`src/rtl/riscv_defines.sv`:
```
// Shared RISC-V core definitions: CSR operation encoding plus the CSR port
// arbiter state type and wait-counter width.
package riscv_defines;

  typedef enum logic [1:0] {
    CSR_OP_NONE  = 2'b00,
    CSR_OP_WRITE = 2'b01,
    CSR_OP_SET   = 2'b10,
    CSR_OP_CLEAR = 2'b11
  } csr_op_t;

  typedef enum logic [0:0] {
    ARB_IDLE = 1'b0,
    ARB_RESP = 1'b1
  } arb_state_t;

  localparam int CSR_DBG_WAIT_W = 8;

endpackage

```
`src/rtl/riscv_csr_port_arbiter_chk.sv`:
```
// Protocol checker for the CSR port arbiter debug handshake; holds only
// assertions and is instantiated alongside the arbiter.
module riscv_csr_port_arbiter_chk (
  input logic clk,
  input logic rst_n,
  input logic dbg_req_i,
  input logic dbg_gnt_o,
  input logic dbg_rvalid_o
);

  // A debug request must be held until it is granted.
  property p_req_held_until_gnt;
    @(posedge clk) disable iff (!rst_n)
      (dbg_req_i && !dbg_gnt_o) |=> dbg_req_i;
  endproperty

  // Every grant produces a response in the following cycle.
  property p_rvalid_after_gnt;
    @(posedge clk) disable iff (!rst_n)
      dbg_gnt_o |=> dbg_rvalid_o;
  endproperty

  a_req_held_until_gnt : assert property (p_req_held_until_gnt)
    else $error("dbg_req_i dropped before dbg_gnt_o");

  a_rvalid_after_gnt : assert property (p_rvalid_after_gnt)
    else $error("dbg_rvalid_o missing after dbg_gnt_o");

endmodule

```
`src/rtl/riscv_csr_port_arbiter.sv`:
```
// Shares the CSR file port between the core pipeline and the debug unit.
// Optional macro CSR_ARB_FAIRNESS_EN adds a wait counter that forces debug priority.
module riscv_csr_port_arbiter
  import riscv_defines::*;
#(
  parameter int MAX_DBG_WAIT = 8
) (
  input  logic          clk,
  input  logic          rst_n,
  input  logic          core_csr_access_i,
  input  logic [11:0]   core_csr_addr_i,
  input  logic [31:0]   core_csr_wdata_i,
  input  csr_op_t       core_csr_op_i,
  output logic [31:0]   core_csr_rdata_o,
  output logic          core_stall_o,
  input  logic          dbg_req_i,
  input  logic          dbg_we_i,
  input  logic [11:0]   dbg_addr_i,
  input  logic [31:0]   dbg_wdata_i,
  output logic          dbg_gnt_o,
  output logic          dbg_rvalid_o,
  output logic [31:0]   dbg_rdata_o,
  input  logic          exc_busy_i,
  output logic          csr_access_o,
  output logic [11:0]   csr_addr_o,
  output logic [31:0]   csr_wdata_o,
  output csr_op_t       csr_op_o,
  input  logic [31:0]   csr_rdata_i
);

  if ((MAX_DBG_WAIT < 1) || (MAX_DBG_WAIT > 255)) begin : g_bad_max_wait
    $error("MAX_DBG_WAIT must lie in 1..255");
  end

  logic        grant_s;
  logic        force_s;
  arb_state_t  state_r;
  arb_state_t  state_nxt_s;
  logic [31:0] dbg_rdata_r;

`ifdef CSR_ARB_FAIRNESS_EN
  localparam logic [CSR_DBG_WAIT_W-1:0] MAX_WAIT_C  = CSR_DBG_WAIT_W'(MAX_DBG_WAIT);
  localparam logic [CSR_DBG_WAIT_W-1:0] WAIT_SAT_C  = {CSR_DBG_WAIT_W{1'b1}};
  localparam logic [CSR_DBG_WAIT_W-1:0] WAIT_ONE_C  = CSR_DBG_WAIT_W'(1);
  localparam logic [CSR_DBG_WAIT_W-1:0] WAIT_ZERO_C = CSR_DBG_WAIT_W'(0);

  logic [CSR_DBG_WAIT_W-1:0] wait_cnt_r;

  // Count refused debug cycles, saturating, cleared when debug wins the port.
  always_ff @(posedge clk or negedge rst_n) begin
    if (!rst_n) begin
      wait_cnt_r <= WAIT_ZERO_C;
    end else if (grant_s) begin
      wait_cnt_r <= WAIT_ZERO_C;
    end else if (dbg_req_i && (wait_cnt_r != WAIT_SAT_C)) begin
      wait_cnt_r <= wait_cnt_r + WAIT_ONE_C;
    end else begin
      wait_cnt_r <= wait_cnt_r;
    end
  end

  assign force_s      = (wait_cnt_r >= MAX_WAIT_C) && !exc_busy_i;
  assign core_stall_o = grant_s && core_csr_access_i;
`else
  // Strict core priority: debug only ever uses idle port cycles.
  assign force_s      = 1'b0;
  assign core_stall_o = 1'b0;
`endif

  assign grant_s = dbg_req_i && !exc_busy_i && (!core_csr_access_i || force_s);

  // Every grant leads to exactly one response cycle; a grant in RESP chains on.
  always_comb begin
    state_nxt_s = ARB_IDLE;
    case (state_r)
      ARB_IDLE: begin
        if (grant_s) begin
          state_nxt_s = ARB_RESP;
        end else begin
          state_nxt_s = ARB_IDLE;
        end
      end
      ARB_RESP: begin
        if (grant_s) begin
          state_nxt_s = ARB_RESP;
        end else begin
          state_nxt_s = ARB_IDLE;
        end
      end
      default: begin
        state_nxt_s = ARB_IDLE;
      end
    endcase
  end

  // State and captured debug read data; a write returns the pre-write value.
  always_ff @(posedge clk or negedge rst_n) begin
    if (!rst_n) begin
      state_r     <= ARB_IDLE;
      dbg_rdata_r <= 32'h0000_0000;
    end else begin
      state_r <= state_nxt_s;
      if (grant_s) begin
        dbg_rdata_r <= csr_rdata_i;
      end else begin
        dbg_rdata_r <= dbg_rdata_r;
      end
    end
  end

  // CSR port mux: debug on grant, otherwise the core passes straight through.
  always_comb begin
    csr_access_o = core_csr_access_i;
    csr_addr_o   = core_csr_addr_i;
    csr_wdata_o  = core_csr_wdata_i;
    csr_op_o     = core_csr_op_i;
    if (grant_s) begin
      csr_access_o = 1'b1;
      csr_addr_o   = dbg_addr_i;
      csr_wdata_o  = dbg_wdata_i;
      if (dbg_we_i) begin
        csr_op_o = CSR_OP_WRITE;
      end else begin
        csr_op_o = CSR_OP_NONE;
      end
    end else begin
      csr_access_o = core_csr_access_i;
      csr_addr_o   = core_csr_addr_i;
      csr_wdata_o  = core_csr_wdata_i;
      csr_op_o     = core_csr_op_i;
    end
  end

  assign core_csr_rdata_o = csr_rdata_i;
  assign dbg_gnt_o        = grant_s;
  assign dbg_rvalid_o     = (state_r == ARB_RESP);
  assign dbg_rdata_o      = dbg_rdata_r;

  riscv_csr_port_arbiter_chk u_chk (
    .clk          (clk),
    .rst_n        (rst_n),
    .dbg_req_i    (dbg_req_i),
    .dbg_gnt_o    (grant_s),
    .dbg_rvalid_o (dbg_rvalid_o)
  );

endmodule

```
`config.mk`:
```
export PLATFORM = sky130hd
export DESIGN_NAME = riscv_csr_port_arbiter
export DESIGN_NICKNAME = d
export VERILOG_FILES = /design/src/rtl/riscv_defines.sv /design/src/rtl/riscv_csr_port_arbiter_chk.sv /design/src/rtl/riscv_csr_port_arbiter.sv
export SDC_FILE = /design/constraint.sdc
export NUM_CORES = 1
export LEC_CHECK = 0
export ABC_AREA = 1
export BUFFER_PORTS_ARGS = -buffer_cell sky130_fd_sc_hd__buf_4
export CORE_AREA = 2 2 94 96
export DETAILED_ROUTE_END_ITERATION = 16
export DIE_AREA = 0 0 96 98
export GPL_ROUTABILITY_DRIVEN = 0
export PLACE_DENSITY_LB_ADDON = 0.1
export REMOVE_ABC_BUFFERS = 1
export SLEW_MARGIN = 25
export SYNTH_ARGS = -nofsm -noshare
export SYNTH_HDL_FRONTEND = slang
export SYNTH_SLANG_ARGS = --single-unit
```
`constraint.sdc`:
```
create_clock -name clk -period 2.05 [get_ports clk]
set_input_delay 0.205 -clock clk [delete_from_list [all_inputs] [get_ports clk]]
set_output_delay 0.205 -clock clk [all_outputs]
set_load 0.01 [all_outputs]
```
==> impl_summary.md <==
Global routing
The number of global-route vias before repair was between 2000 and 3000. The first global-routing pass estimated ~14000 um of wire. In the global route stage, overall resource usage came out at between 10% and 20%. The number of antenna violations at the first check in global routing came to 0.

The overflow left after global routing is 0. Entering global routing, the biggest net connects 55 pins.

Clocking
The worst-case clock buffer depth is 2. The number of gates resized after CTS was 0. After clock tree synthesis, the clock-pin slew on the worst setup and hold paths is 0.07 ns. TritonCTS built the clock tree. The level count of the clock H-tree is 2.

The number of buffers inserted during clock tree synthesis is 5. Clock tree synthesis selected as its root buffer the cell sky130_fd_sc_hd__clkbuf_8. The clock latency on the worst-skew pair is ~0.27 ns.

The tree built by TritonCTS fans out to 33 sinks.

Synthesis
The commonest cells after synthesis are sky130_fd_sc_hd__nand2_1, sky130_fd_sc_hd__nand4_1, sky130_fd_sc_hd__buf_4, sky130_fd_sc_hd__dfrtp_1, sky130_fd_sc_hd__buf_2. In the synthesized netlist the async set-or-reset flop fraction comes to between 90% and 100%. By instance count, the leading cell after synthesis is sky130_fd_sc_hd__nand2_1. The sequential area share after synthesis is a little over a third. The largest total area in the synthesized netlist belongs to sky130_fd_sc_hd__dfrtp_1. After synthesis, the netlist uses 11 different library cells. The number of synthesis warnings is 0. The area of the mapped netlist is 2355 um^2. The most used flip-flop cell after synthesis is sky130_fd_sc_hd__dfrtp_1. The count of flip-flops with a built-in enable after synthesis is 0. Synthesis produced 339 cells. In this run the mean area of a mapped cell was around 7 um^2. In the post-synthesis netlist, the biggest area contributors are sky130_fd_sc_hd__dfrtp_1, sky130_fd_sc_hd__nand2_1, sky130_fd_sc_hd__nand4_1, sky130_fd_sc_hd__buf_4, sky130_fd_sc_hd__buf_2. The share of synthesized area in the top cell type comes to 35.07%.

In this run, synthesis produced a sequential element count of 33.

Finish
In the final design database the tool counted around 660 nets. The area added between synthesis and finish is 71.47%. The area of the multi-input gates is ~1100 um^2.

The total inserted antenna cells is 0. The final instance area is approximately 4000 um^2. The register cell area after layout is roughly 830 um^2. After filler insertion, the fill cell instance count of the layout stands at 884. The fraction of layout cells with a size suffix above 1 is between 40 and 50%.

Floorplan
The number of rows in the core area is 34. The floorplan die width is approximately 96 um. The overall die area is roughly 9400 um^2.

Pin placement for this block handled around 240 I/O pins. The starting utilization of the core area is ~28%. The die is slightly below 100 um tall. The region available for standard cell placement spans around 8500 um^2.

Routing
In this run the remaining antenna-violating nets after routing total 0. The average routed wire per standard cell is about 15 um. The count of unresolved DRC violations after routing is 0.

The amount of wire on met2 after detailed routing is 4635 um. The met3 wire length is roughly 960 um. The iteration count of the initial detailed-routing pass is 4. The routed wire length is about 9400 um.

The post-route met1 wirelength is ~3600 um. Signal routing reaches up to met4. The via count is about 3000.

For this block, the initial DRC count from the detailed router was 94. The vias per cell is 4.664.

Min path
Counting instances, the worst hold path has a depth of 3. The worst hold path belongs to the class input pin to flip-flop. The worst hold path terminates at dbg_rdata_o[28].

The start point of the worst min-delay path is csr_rdata_i[28].

Timing
The post-layout minimum cycle time is 1.435 ns. Setup repair after global routing left no endpoint under its margin. The final count of negative-setup-slack endpoints is 0. Between clock sinks in the finished design, the worst skew comes to 0 ns.

The maximum frequency from static timing analysis is between 600 and 700 MHz. Of the available clock period, the critical path in the final layout requires 70.00%. Setup slack closes at approximately 0.6 ns. After routing, the total negative slack on setup checks comes to 0 ns. For the pin with the worst max-slew slack, the measured transition is about 0.55 ns. Measured against its own limit, the worst slew margin works out to 63.36%. The max-slew violation count is 0. The number of endpoints with negative hold slack in the final report is 0.

Power
The analysis attributes to cell leakage a power of approximately 2.4 nW. The cell area power density is around 540 nW/um^2. The peak supply drop is slightly above 0.2 mV. The share of total power in combinational logic is 41.7%. Of the total power, the clock network draws 21.3%.

The sequential power share is 37.0%. Cell internal power was estimated by the tool at between 1 and 1.5 mW. For this design the total switching power over the nets is slightly above 0.7 mW.

Of the total power, the share spent switching nets is about a third.

Worst setup path
For the worst setup path, the data arrival time is approximately 1.2 ns. Among the stages of the critical path, the cell type that occurs most often is sky130_fd_sc_hd__buf_4. The reg-to-reg startpoint is dbg_rdata_o[30]. Among cell families on the critical path, the largest total delay comes from buffers and inverters. The buffer and inverter count on the worst path is 3. The critical path start-end classification is input pin to primary output. The signal on the critical path passes through buf_4 > buf_4 > nand4_1 > nand2_1 > buf_4. Along the worst path, the maximum fanout reaches 54. Measured in cells, the most critical reg-to-reg path has a length of 2. The endpoint of the lowest-slack register-to-register path is dbg_rdata_o[30]. The worst setup path is launched from an input pin. Across all register-to-register paths, the minimum setup slack is 1.43 ns.

For this design, the slowest cell found on the critical path is sky130_fd_sc_hd__buf_4. In this design, the stage delay of the slowest critical-path cell is roughly 0.46 ns. The number of logic stages on the critical path including buffering is 5. The data required time of the worst path is around 1.9 ns. The sort of element at the end of the critical path is a primary output.

Place
Once detailed placement completed, the half-perimeter wirelength came to between 7000 and 8000 um. The count of input and output buffers is 240. The area of placed instances is ~3900 um^2. The worst-case setup slack after placement is ~0.64 ns.

Run status
The run finished with clean final reports.

Job
The tool flagged a number of max-cap violations equal to 0.
-- cells in the final DEF, fill, tap and decap left out, drive strengths merged --
cell           n
nand2        157
nand4         77
conb           1
dfrtp         33
clkbuf         6
nand3          1
buf          250
dlygate4sd3    1
clkinv         2
inv            4
-- layout make-up --
| cell class | count | area share [%] |
|---|---|---|
| repair buffers | 251 | 46.73 |
| multi-input cells | 236 | 27.05 |
| flip-flops and latches | 33 | 20.45 |
| well taps | 108 | 3.347 |
| clock buffers | 6 | 1.797 |
| inverters | 4 | 0.3719 |
| clock inverters | 2 | 0.2479 |
-- logic make-up after synthesis --
logic type | synth area share (%)
flops | 35.07
other cells | 0.1593
simple gates | 46.23
buf+inv | 18.54
-- power groups by stage --
stage | Clock, mW | Combinational (mW) | Sequential (mW)
floorplan | 0 | 0.228 | 0.865
global placement | 0 | 0.911 | 0.816
detailed placement | 0 | 0.917 | 0.818
CTS | 0.488 | 0.920 | 0.806
global route | 0.515 | 0.997 | 0.818
finish | 0.463 | 0.908 | 0.805
-- state kept, by name (all words and copies together) (netlist names) --
register and count:
dbg_rvalid_o 1, dbg_rdata_o 32
-- metrics by stage --
step / hold WS [ns] / utilization (%) / power, mW / std cells
6_report: 0.1893 / 47.69 / 2.176 / 640
5_1_grt: 0.1831 / 47.69 / 2.330 / 640
4_1_cts: 0.1790 / 47.69 / 2.215 / 640
3_5_place_dp: 0.1845 / 46.60 / 1.735 / 631
3_3_place_gp: 0.1837 / 46.60 / 1.727 / 631
2_1_floorplan: -0.09059 / - / 1.092 / 273
-- layer usage --
metal	global-route usage [%]	vias to the layer above
met2	31.30	160
met1	23.87	1319
li1	-	1496
met4	5.495	0
met5	0	-
met3	5.170	10
-- tightest hold or removal path: stages --
cell and delay [ns]:
sky130_fd_sc_hd__buf_4 0.08, sky130_fd_sc_hd__nand4_1 0.08, sky130_fd_sc_hd__nand2_1 0.07
-- worst max path at each step --
stage	start	end
after floorplan	core_csr_access_i	dbg_gnt_o
after global placement	dbg_req_i	csr_addr_o[3]
after detailed placement	dbg_req_i	csr_wdata_o[22]
after CTS	dbg_req_i	csr_wdata_o[22]
after global routing	dbg_req_i	csr_wdata_o[10]
final	dbg_req_i	csr_wdata_o[22]
-- repair_timing --
action / in CTS / in global routing
setup buffers: 0 / 0
hold endpoints to repair: 33 / 0
hold buffers: 1 / 0
No activity file was read; power rests on OpenSTA's default activity.
